### config.mk
export PLATFORM = sky130hd
export DESIGN_NAME = queue_scheduler
export DESIGN_NICKNAME = d
export VERILOG_FILES = /design/src/rtl/sched_pkg.sv /design/src/rtl/rr_pick.sv /design/src/rtl/queue_scheduler.sv
export SDC_FILE = /design/constraint.sdc
export NUM_CORES = 1
export LEC_CHECK = 0
export CAP_MARGIN = 20
export CORE_UTILIZATION = 50
export CTS_CLUSTER_SIZE = 12
export DETAILED_ROUTE_END_ITERATION = 10
export GPL_TIMING_DRIVEN = 0
export PLACE_DENSITY_LB_ADDON = 0.08
export SYNTH_ARGS = -nofsm -noshare
export SYNTH_HDL_FRONTEND = slang
export SYNTH_SLANG_ARGS = --single-unit
### constraint.sdc
create_clock -name clk -period 4.5 [get_ports clk]
set_input_delay 0.9 -clock clk [delete_from_list [all_inputs] [get_ports clk]]
set_output_delay 0.9 -clock clk [all_outputs]
set_load 0.02 [all_outputs]
### src/rtl/sched_pkg.sv
// Shared types and defaults for the per-port queue scheduler.
package sched_pkg;

  localparam int DEF_PRIOR_NUM = 8;
  localparam int DEF_WEIGHT_W  = 4;

  typedef enum logic [1:0] {
    IDLE,
    RELOAD,
    GRANT,
    XFER
  } sched_state_t;

  typedef logic [2:0] prior_t;

endpackage

### src/rtl/rr_pick.sv
// Rotating priority encoder: first set mask bit at or after start, wrapping to 0.
module rr_pick
  import sched_pkg::*;
#(
  parameter int N = DEF_PRIOR_NUM
) (
  input  logic [N-1:0] mask,
  input  prior_t       start,
  output prior_t       index,
  output logic         found
);

  function automatic prior_t wrap_add(input prior_t base, input int offs);
    return prior_t'((int'(base) + offs) % N);
  endfunction

  // Scan from the far end back toward start so the nearest hit is written last.
  always_comb begin
    // NOTE: every always_comb output gets a default first, otherwise a latch is inferred.
    index = '0;
    found = 1'b0;
    for (int k = N - 1; k >= 0; k--) begin
      if (mask[wrap_add(start, k)]) begin
        index = wrap_add(start, k);
        found = 1'b1;
      end
    end
  end

endmodule

### src/rtl/queue_scheduler.sv
// Per-output-port SP/WRR scheduler issuing one packet grant at a time to the read engine.
module queue_scheduler
  import sched_pkg::*;
#(
  parameter int PRIOR_NUM = DEF_PRIOR_NUM,
  parameter int WEIGHT_W  = DEF_WEIGHT_W
) (
  input  logic                          clk,
  input  logic                          rst_n,
  input  logic                          wrr_en,
  input  logic [PRIOR_NUM*WEIGHT_W-1:0] weight,
  input  logic [PRIOR_NUM-1:0]          queue_not_empty,
  input  logic                          ready,
  output logic                          grant_vld,
  output prior_t                        grant_prior,
  input  logic                          grant_ack,
  input  logic                          pkt_done,
  output logic                          busy
);

  sched_state_t          state_q, state_d;
  logic [WEIGHT_W-1:0]   credit_q [PRIOR_NUM];
  prior_t                rr_ptr_q;
  logic                  mode_wrr_q;
  logic                  need_reload_q;

  logic [PRIOR_NUM-1:0]  eligible;
  prior_t                sp_idx, wrr_idx;
  logic                  sp_found, wrr_found;
  logic                  have_req;

  logic                  grant_vld_d, busy_d;
  prior_t                grant_prior_d;

  assign have_req = ready && (|queue_not_empty);

  always_comb begin
    eligible = '0;
    for (int i = 0; i < PRIOR_NUM; i++) begin
      eligible[i] = queue_not_empty[i] && (credit_q[i] != '0);
    end
  end

  rr_pick #(.N(PRIOR_NUM)) u_sp_pick (
    .mask  (queue_not_empty),
    .start ('0),
    .index (sp_idx),
    .found (sp_found)
  );

  rr_pick #(.N(PRIOR_NUM)) u_wrr_pick (
    .mask  (eligible),
    .start (rr_ptr_q),
    .index (wrr_idx),
    .found (wrr_found)
  );

  // State register.
  always_ff @(posedge clk or negedge rst_n) begin
    // NOTE: sequential state uses non-blocking assignments so every register samples pre-edge values.
    if (!rst_n) state_q <= IDLE;
    else        state_q <= state_d;
  end

  // Next-state logic.
  always_comb begin
    state_d = state_q;
    unique case (state_q)
      IDLE: begin
        if (have_req) begin
          if (!wrr_en)                          state_d = GRANT;
          else if (need_reload_q || !wrr_found) state_d = RELOAD;
          else                                  state_d = GRANT;
        end
      end
      RELOAD:  state_d = IDLE;
      GRANT:   if (grant_ack) state_d = XFER;
      XFER:    if (pkt_done)  state_d = IDLE;
      default: state_d = IDLE;
    endcase
  end

  // Output logic: next values of the registered outputs.
  always_comb begin
    grant_vld_d   = (state_d == GRANT);
    busy_d        = (state_q == GRANT) || (state_q == XFER);
    grant_prior_d = grant_prior;
    if (state_q == IDLE && state_d == GRANT) begin
      grant_prior_d = wrr_en ? wrr_idx : (sp_found ? sp_idx : '0);
    end
  end

  always_ff @(posedge clk or negedge rst_n) begin
    if (!rst_n) begin
      grant_vld   <= 1'b0;
      grant_prior <= '0;
      busy        <= 1'b0;
    end else begin
      grant_vld   <= grant_vld_d;
      grant_prior <= grant_prior_d;
      busy        <= busy_d;
    end
  end

  // Credit bookkeeping; an SP idle cycle arms a reload for the next WRR decision.
  always_ff @(posedge clk or negedge rst_n) begin
    if (!rst_n) begin
      // NOTE: the credit array is a handful of flops, so it is reset like any other state.
      for (int i = 0; i < PRIOR_NUM; i++) credit_q[i] <= '0;
      rr_ptr_q      <= '0;
      mode_wrr_q    <= 1'b0;
      need_reload_q <= 1'b1;
    end else begin
      if (state_q == IDLE) begin
        mode_wrr_q <= wrr_en;
        if (!wrr_en) need_reload_q <= 1'b1;
      end

      if (state_q == RELOAD) begin
        need_reload_q <= 1'b0;
        for (int i = 0; i < PRIOR_NUM; i++) begin
          credit_q[i] <= (weight[i*WEIGHT_W +: WEIGHT_W] == '0) ?
                         WEIGHT_W'(1) : weight[i*WEIGHT_W +: WEIGHT_W];
        end
      end

      if (state_q == GRANT && grant_ack && mode_wrr_q && credit_q[grant_prior] != '0) begin
        credit_q[grant_prior] <= credit_q[grant_prior] - WEIGHT_W'(1);
        if (credit_q[grant_prior] == WEIGHT_W'(1))
          rr_ptr_q <= prior_t'((int'(grant_prior) + 1) % PRIOR_NUM);
        else
          rr_ptr_q <= grant_prior;
      end
    end
  end

endmodule
# Word-level counts from Yosys, hierarchy flattened

Cells that the tools add are included.

Bits in writable memories: 0
Latch bits: 0
Input bits: 46
ROM bits: 0
Word-level logic and storage cells: 155
Memories kept: 0
Flip-flop bits (word level): 44
Output and inout port bits: 5

Bitwise logic cells: 1
Equal/unequal tests: 6
Shifts and indexed selects: 0
$lt $le $gt $ge: 10
$mul: 0
Reductions and logical operators: 38
Add/sub/neg operators: 9
Div/mod/pow operators: 0
Muxes and demuxes: 76

Operator list:

| operator                                           | count |
|---|---|
| 2-to-1 mux 32 bit                                  | 2 |
| 2-to-1 mux 3 bit                                   | 19 |
| 2-to-1 mux 4 bit                                   | 11 |
| nonzero test 4 bit                                 | 9 |
| bitwise mux 32 bit                                 | 1 |
| logical NOT 4 bit                                  | 8 |
| < comparator 3 x 4 -> 1 bit, second input constant | 8 |
| 2-to-1 mux 1 bit                                   | 27 |
| binary-select mux 1 bit (select 3 bit)             | 8 |
| logical AND 1 bit                                  | 14 |
| adder 3 bit, second input constant                 | 4 |
| binary-select mux 4 bit (select 3 bit)             | 1 |
| demux 4 bit (select 3 bit)                         | 1 |
| 2-to-1 mux 2 bit                                   | 5 |
| case mux 2 bit (4 select lines)                    | 1 |
| OR reduction 8 bit                                 | 1 |
| adder 3 x 1 -> 3 bit, second input constant        | 2 |
| adder 3 x 2 -> 3 bit, second input constant        | 2 |
| == test 2 bit, second input constant               | 3 |
| == test 4 x 1 -> 1 bit, second input constant      | 1 |
| >= comparator 4 bit, second input constant         | 1 |
| < comparator 4 x 1 -> 1 bit, second input constant | 1 |
| NOT 3 -> 4 bit                                     | 1 |
| subtractor 4 x 1 -> 4 bit, second input constant   | 1 |
| 7 further kinds                                    | 8 |

# Logic depth before layout (Yosys ltp)

Gate-level depths: netlist of the first run.

Word-level depth: 20
Mapped depth: 14
Depth with buffers taken out: 10

# Hierarchy

From an unflattened synthesis of the first run, not the netlist that was laid out.

Cell total of the unflattened synthesis: 438
Area total of the unflattened synthesis: 4334.2 sq um

Modules (own cells, without submodules):

| module          | sequential area each (sq um) | cells each | area an instance (sq um) | times used |
|---|---|---|---|---|
| queue_scheduler | 1102.3                       | 258        | 2770.2                   | 1 |
| rr_pick         | 0.0                          | 90         | 782.0                    | 2 |

# Worst setup path before layout of the first run

No wires, ideal clock.

Path type: register to register
Start point: reg rr_ptr_q[0]
End point: reg grant_prior[1]
Arrival: 3.143 ns
Data required time: 4.401 ns
Slack: 1.258 ns
Library setup time: 0.099 ns
Period minus slack after synthesis: 3.242 ns
Stages on the path, launching flop included: 12
Path buffers: 2
Path through: dfrtp_1 > inv_2 > buf_1 > ha_1 > buf_2 > inv_2 > mux4_2 > a2111oi_4 > a21oi_2 > nor2b_1 > a31o_1 > a311oi_1

Word-level cells in the longest chain between the ends: 19
Elaborated cells between the ends (all ways): 48
Those cells by class: 7 x add/sub; 1 x eq/ne; 37 x mux; 3 x reduce/logical

RTL lines:

| what                                   | RTL line               | RTL |
|---|---|---|
| start, declared                        | queue_scheduler.sv:23  | `prior_t rr_ptr_q;` |
| start signal, assigned                 | queue_scheduler.sv:130 | `rr_ptr_q <= prior_t'((int'(grant_prior) + 1) % PRIOR_NUM);` |
| start signal, assigned                 | queue_scheduler.sv:132 | `rr_ptr_q <= grant_prior;` |
| adder 3 bit                            | rr_pick.sv:14          | `return prior_t'((int'(base) + offs) % N);` |
| binary-select mux 1 bit (select 3 bit) | rr_pick.sv:23          | `if (mask[wrap_add(start, k)]) begin` |
| 2-to-1 mux 1 bit (not written as such) | rr_pick.sv:23          |  |
| 2-to-1 mux 1 bit (8 in series)         | rr_pick.sv:23          |  |
| logical NOT 1 bit                      | queue_scheduler.sv:72  | `else if (need_reload_q \|\| !wrr_found) state_d = RELOAD;` |
| logical OR 1 bit                       | queue_scheduler.sv:72  |  |
| 2-to-1 mux 2 bit                       | queue_scheduler.sv:72  |  |
| 2-to-1 mux 2 bit                       | queue_scheduler.sv:71  | `if (!wrr_en) state_d = GRANT;` |
| 2-to-1 mux 2 bit                       | queue_scheduler.sv:70  | `if (have_req) begin` |
| case mux 2 bit (4 select lines)        | queue_scheduler.sv:68  | `unique case (state_q)` |
| == test 2 bit                          | queue_scheduler.sv:88  | `if (state_q == IDLE && state_d == GRANT) begin` |
| logical AND 1 bit                      | queue_scheduler.sv:88  |  |
| end signal, assigned                   | queue_scheduler.sv:100 | `grant_prior <= grant_prior_d;` |
| end, declared                          | queue_scheduler.sv:15  | `output prior_t grant_prior,` |

Several ways; a longest one is shown, not always the timed one. The select of a mux whose other input is x is not followed.
A chain may end at the register's enable or synchronous reset.

# Final worst setup path of the first run

Ends and elaborated chain as after synthesis.

==> impl_metrics.csv, run 1 <==
group,metric,value,unit
setup_path,critPathRequiredTime,4710,ps
clocking,cts_resized,0,
routing,routedWlPerCell,19.11,um
pwr,p_int,1753,uW
yosys,ys.flop_type,"dfrtp_1",
setup_path,worstSetupPathType,"register to register",
pwr,p_clk_share,6.8,%
outcome,outcome,"complete, no violations",
setup_path,timing.rr.start,"rr_ptr_q[0]$_DFFE_PN0P_",
yosys,synthesis.nets,450,
sta,tightest_slew,1083,ps
sta,worst_slack,714.2,ps
clocking,clock_latency,300,ps
global_routing,grt_pass1_vias,3099,
final_layout,drive_above_1_share,12.06,%
routing,drtAntennaViolNets,0,
sta,finalSetupTns,0,ps
place,dp_hpwl,8089,um
clocking,cts-hold-fix-buffers,0,
sta,slew_headroom,26.87,%
sta,hold_violations,0,
pwr,power_leakage,0.001882,uW
die,die_x,87.79,um
final_layout,layout_commonest_cell,"mux2i_1",
die,rows,30,
sta,drv_slew,0,
yosys,ys_seq_elements,44,
yosys,yosysUniqueCellTypes,59,
setup_path,startpoint,"rr_ptr_q[0]$_DFFE_PN0P_",
yosys,synth_warnings,0,
sta,fmax,264.1,MHz
global_routing,grt_max_degree,28,
routing,viasPerCell,6.277,
final_layout,antenna_cells,0,
die,dieArea,7706,sq um
die,ios,51,
pwr,switchingPower,1845,uW
setup_path,end_kind,"register",
setup_path,cp.arrival,3990,ps
setup_path,cpMostUsedCell,"inv_2",
global_routing,grt_util_all_layers,28.89,%
clocking,cts_setup_buffers,0,
clocking,cts.path.max_buffers,2,
pwr,power.density,820.1,nW/um^2
clocking,tritoncts,"done",
clocking,cts_buffers,5,
pwr,p_seq_share,23.5,%
place,port_buffers,49,
final_layout,mostFrequentLayoutCells,"mux2i_1, clkdlybuf4s50_1, nand2_1, dfrtp_1",
routing,dr.pass1.iters,5,
yosys,syn-mean-instance-area,9.246,sq um
clocking,cts_root_buf,"clkbuf_8",
yosys,synth_edf_count,0,
routing,via_count,3465,
final_layout,nets,508,
setup_path,crit_path_start_kind,"register",
global_routing,antenna_found_initial,0,
sta,fin_skew,5.813,ps
global_routing,overflow,0,
clocking,clock_sinks,44,
hold_path,min_from,"state_q[0]$_DFF_PN0_",
global_routing,grt_pass1_wl,16670,um
setup_path,crit_chain,"inv_2 > buf_1 > ha_1 > buf_2 > inv_2 > mux4_2 > a2111oi_4 > a21oi_2 > nor2b_1 > a31o_1 > a311oi_1",
yosys,ys_async_sr_fraction,100.0,%
sta,setup_viol,0,
place,gp_congestion,0.9139,
sta,period_minus_slack,3786,ps
pwr,swShare,51.28,%
sta,finalCritPeriodShare,84.13,%
yosys,netlist_area,3680,sq um
die,die_h,87.79,um
clocking,htreeDepth,2,
run,maxCapViolCount,0,
die,start_util,52.99,%
final_layout,syn_to_final_growth,19.25,%
clocking,clk_pin_slew,80,ps
routing,routed_wl,10550,um
setup_path,slowest_stage,"mux4_2",
setup_path,cp_max_fo,10,
die,core-area,6944,sq um
pwr,power.total,3598,uW
hold_path,min_path_type,"register to register",
pwr,ir_worst_vdd,0.3832,mV
setup_path,max_stage_delay,610,ps
yosys,netlist_instances,398,
place,place_ws,744.7,ps
yosys,ys_seq_area_share,29.96,%
routing,drc,0,
sta,rsz0062_at_grt,"false",
routing,drtIter0Drc,282,
pwr,p_comb_share,69.7,%
==> cells by family after synthesis <==
| family | count (synthesis) | share of synthesized area, % |
|---|---|---|
| flip-flops | 44 | 29.96 |
| buffers and inverters | 34 | 3.604 |
| XOR/XNOR | 9 | 2.142 |
| AO/OA/AOI/OAI | 97 | 19.41 |
| adder cells (fa/ha/maj) | 6 | 2.040 |
| AND/OR/NAND/NOR | 125 | 16.08 |
| multiplexers | 83 | 26.76 |
==> synthesized netlist by cell type (4+ instances only) <==
master | count | area (sq um)
xor2_1 | 5 | 43.79
o41ai_2 | 4 | 65.06
buf_1 | 5 | 18.77
o41a_1 | 4 | 45.04
o21ai_0 | 27 | 135.1
nor3_1 | 16 | 80.08
o21ai_1 | 4 | 20.02
o41ai_1 | 4 | 35.03
nand3_1 | 10 | 50.05
buf_2 | 4 | 20.02
nand2_1 | 44 | 165.2
inv_1 | 7 | 26.28
nand2b_1 | 4 | 25.02
xnor2_1 | 4 | 35.03
clkbuf_1 | 15 | 56.30
mux2_2 | 20 | 225.2
dfrtp_1 | 43 | 1076
ha_1 | 6 | 75.07
a311oi_1 | 4 | 35.03
nor2_1 | 27 | 101.4
mux2i_1 | 52 | 520.5
a22oi_1 | 4 | 30.03
mux4_2 | 10 | 225.2
nor2b_1 | 5 | 31.28
o22a_1 | 4 | 35.03
a21oi_1 | 14 | 70.07
==> power groups by stage <==
| stage | clock network [uW] | registers, uW | logic [uW] |
|---|---|---|---|
| 3_5_place_dp | 0 | 847 | 2460 |
| 5_1_grt | 263 | 866 | 2730 |
| 2_1_floorplan | 0 | 784 | 1810 |
| 6_report | 244 | 847 | 2510 |
| 3_3_place_gp | 0 | 840 | 2410 |
| 4_1_cts | 245 | 839 | 2470 |
==> sequential cells by signal, summed over array words and instances (netlist names) <==
name,flops
busy,1
mode_wrr_q,1
grant_vld,1
credit_q,32
grant_prior,3
rr_ptr_q,3
state_q,2
need_reload_q,1
==> per-stage QoR <==
stage	std cells	hold WS [ps]	util [%]	cell area (sq um)
4_1_cts	551	524.3	63.12	4383
2_1_floorplan	398	480.9	-	3680
5_1_grt	552	552.4	63.19	4388
3_3_place_gp	543	491.0	61.78	4290
3_5_place_dp	544	506.3	62.00	4305
6_report	552	530.8	63.19	4388
==> area by class of cell <==
| type | instances | area [sq um] |
|---|---|---|
| timing repair buffer | 51 | 510.5 |
| clock buffer | 6 | 72.57 |
| fill | 596 | 2556 |
| clock inverter | 1 | 5.005 |
| tap | 96 | 120.1 |
| inverter | 10 | 37.54 |
| buffer | 24 | 95.09 |
| multi-input combinational | 320 | 2445 |
| sequential | 44 | 1102 |
==> layer usage <==
layer	up-vias	GRT usage, %	wire length [um]
met4	0	8.197	152
li1	1615	-	-
met2	173	43.55	4734
met3	18	4.336	890
met1	1659	42.94	4768
met5	-	0	0
==> path summary, 6_finish.rpt <==
kind | cells past startpoint | end | slack (ps)
max in group asynchronous | 2 | need_reload_q$_DFFE_PN1P_ | 3390
worst max register to register | 11 | grant_prior[1]$_DFFE_PN0P_ | 710
worst min-delay path | 1 | grant_vld$_DFF_PN0_ | 530
worst max-delay path | 11 | grant_prior[1]$_DFFE_PN0P_ | 710
worst min register to register | 1 | grant_vld$_DFF_PN0_ | 530
min in group asynchronous | 1 | grant_prior[1]$_DFFE_PN0P_ | 540
==> worst max-delay path, delay by kind of cell, from the launching register on <==
family                     cells  cell delay, ps
buffers and inverters          4            1090
AOI/OAI and AO/OA              4            1020
muxes                          1             610
DFF                            1             440
adders and majority gates      1             320
and+or+nand+nor                1             190
(Power assumes the default switching activity.)
==> run 2: changes to the inputs <==
==> constraint.sdc (replaced) <==
create_clock -name clk -period 3.2 [get_ports clk]
set_input_delay 0.64 -clock clk [delete_from_list [all_inputs] [get_ports clk]]
set_output_delay 0.64 -clock clk [all_outputs]
set_load 0.02 [all_outputs]
==> impl_metrics.csv, run 2 (same netlist as run 1, synthesis figures left out) <==
group,metric,value,unit
clocking,cts_buffers,5,
place,gp_congestion,0.9779,
final_layout,nets,515,
clocking,cts_root_buf,"clkbuf_8",
final_layout,fillCellCount,602,
setup_path,timing.rr.start,"rr_ptr_q[0]$_DFFE_PN0P_",
final_layout,antenna_cells,0,
global_routing,grt_util_all_layers,29.15,%
sta,period_minus_slack,3058,ps
setup_path,cp.arrival,3280,ps
die,start_util,52.99,%
final_layout,syn_to_final_growth,24.52,%
final_layout,final_area,4582,sq um
die,core-area,6944,sq um
clocking,tritoncts,"done",
sta,slew_headroom,37.77,%
setup_path,cp_max_fo,10,
setup_path,critPathBufInv,5,
die,ios,51,
global_routing,grt_pass1_vias,3226,
setup_path,critPathRequiredTime,3420,ps
pwr,power_leakage,0.001953,uW
sta,setup_viol,0,
routing,drtAntennaViolNets,0,
final_layout,utilization,65.98,%
place,dp_hpwl,8127,um
routing,routedWlPerCell,19.48,um
final_layout,regArea,1106,sq um
setup_path,worstSetupPathType,"register to register",
final_layout,largest_reg_flops,32,
setup_path,crit_path_start_kind,"register",
final_layout,regMostFlops,"credit_q",
clocking,cts-hold-fix-buffers,0,
sta,fmax,327.0,MHz
final_layout,drive_above_1_share,17.89,%
sta,rsz0062_at_grt,"false",
sta,finalCritPeriodShare,95.56,%
routing,dr.pass1.iters,5,
final_layout,layout_commonest_cell,"mux2i_1",
pwr,ir_worst_vdd,0.5414,mV
final_layout,multi_input_area,2507,sq um
pwr,power.density,1179,nW/um^2
die,rows,30,
place,dpl-instance-area,4307,sq um
setup_path,crit_chain,"clkinv_4 > buf_8 > ha_1 > buf_6 > inv_8 > mux4_2 > a2111oi_4 > buf_4 > a21oi_4 > nor2b_2 > a31o_1 > a311oi_2",
routing,routed_wl,10910,um
final_layout,mostFrequentLayoutCells,"mux2i_1, clkdlybuf4s50_1, nand2_1, dfrtp_1",
sta,drv_slew,0,
place,port_buffers,49,
sta,tightest_slew,930.3,ps
die,dieArea,7706,sq um
global_routing,grt_pass1_wl,16870,um
routing,viasPerCell,6.191,
global_routing,overflow,0,
clocking,cts.path.max_buffers,2,
routing,drc,0,
clocking,clock_latency,310,ps
sta,finalSetupTns,0,ps
run,maxCapViolCount,0,
clocking,clk_pin_slew,90,ps
setup_path,end_kind,"register",
setup_path,path_delay_family,"compound AO/OA/AOI/OAI gates",
routing,drtIter0Drc,359,
final_layout,top_regs,"credit_q x32, grant_prior x3, rr_ptr_q x3",
hold_path,min_path_type,"primary input to asynchronous set/reset pin",
clocking,clock_sinks,44,
die,die_h,87.79,um
sta,fin_skew,7.312,ps
setup_path,max_stage_delay,550,ps
sta,hold_violations,0,
routing,via_count,3467,
setup_path,slowest_stage,"mux4_2",
global_routing,grt_max_degree,27,
global_routing,antenna_found_initial,0,
die,die_x,87.79,um
outcome,outcome,"complete, no violations",
clocking,htreeDepth,2,
setup_path,startpoint,"rr_ptr_q[0]$_DFFE_PN0P_",
run 2: what timing repair did:
action                     CTS  global route
buffers inserted             2             7
pin swaps                    1             1
resized for setup           11            28
setup endpoints to repair   40            35
run 2: per-stage QoR:
stage,worst slack [ps],total power (uW),hold slack [ps],std cells
2_1_floorplan,121.1,3653,344.4,398
3_3_place_gp,-468.1,4588,493.1,543
3_5_place_dp,-495.8,4648,505.1,544
4_1_cts,10.43,5098,297.3,553
5_1_grt,17.67,5757,317.9,560
6_report,142.2,5401,279.0,560
run 2: power by group:
| group | internal, uW | switching (uW) | leakage (uW) |
|---|---|---|---|
| registers | 854 | 359 | 0.000512 |
| logic | 1650 | 2160 | 0.00140 |
| clock network | 176 | 203 | 0.0000445 |
| total | 2680 | 2720 | 0.00195 |
run 2: worst register-to-register path, cell delays in order, from the launching register on:
cell and delay [ps]:
dfrtp_2 400, clkinv_4 90, buf_8 150, ha_1 300
buf_6 170, inv_8 90, mux4_2 550, a2111oi_4 320
buf_4 190, a21oi_4 80, nor2b_2 200, a31o_1 200
a311oi_2 230
run 2: path summary, 6_finish.rpt:
path	to	cells after the start	slack, ps
setup / recovery	grant_prior[1]$_DFFE_PN0P_	12	140
hold / removal	grant_prior[1]$_DFFE_PN0P_	1	280
setup reg to reg	grant_prior[1]$_DFFE_PN0P_	12	140
hold reg to reg	mode_wrr_q$_DFFE_PN0P_	1	530
max in group asynchronous	need_reload_q$_DFFE_PN1P_	2	2340
min in group clk	mode_wrr_q$_DFFE_PN0P_	1	530
run 2: cell type report:
cell class / instances / share of cell area (%)
multi-input combinational: 320 / 54.72
sequential: 44 / 24.14
timing repair buffer: 59 / 12.51
buffer: 23 / 2.703
tap: 96 / 2.622
clock buffer: 7 / 1.884
inverter: 10 / 1.256
clock inverter: 1 / 0.1638
run 2: layer usage:
layer,GRT usage [%],up-vias,routed length (um)
li1,-,1627,-
met1,42.68,1679,4974
met2,42.78,144,4886
met3,5.467,17,876
met4,10.58,0,172
met5,0,-,0
==> run 3: changes to the inputs <==
--- a/config.mk
+++ b/config.mk
@@ -7,7 +7,6 @@
 export LEC_CHECK = 0
 export CAP_MARGIN = 20
 export CORE_UTILIZATION = 50
-export CTS_CLUSTER_SIZE = 12
 export DETAILED_ROUTE_END_ITERATION = 10
 export GPL_TIMING_DRIVEN = 0
 export PLACE_DENSITY_LB_ADDON = 0.08
==> results of run 3 <==
The final DEF is identical to that of run 2; final timing and power are the same.
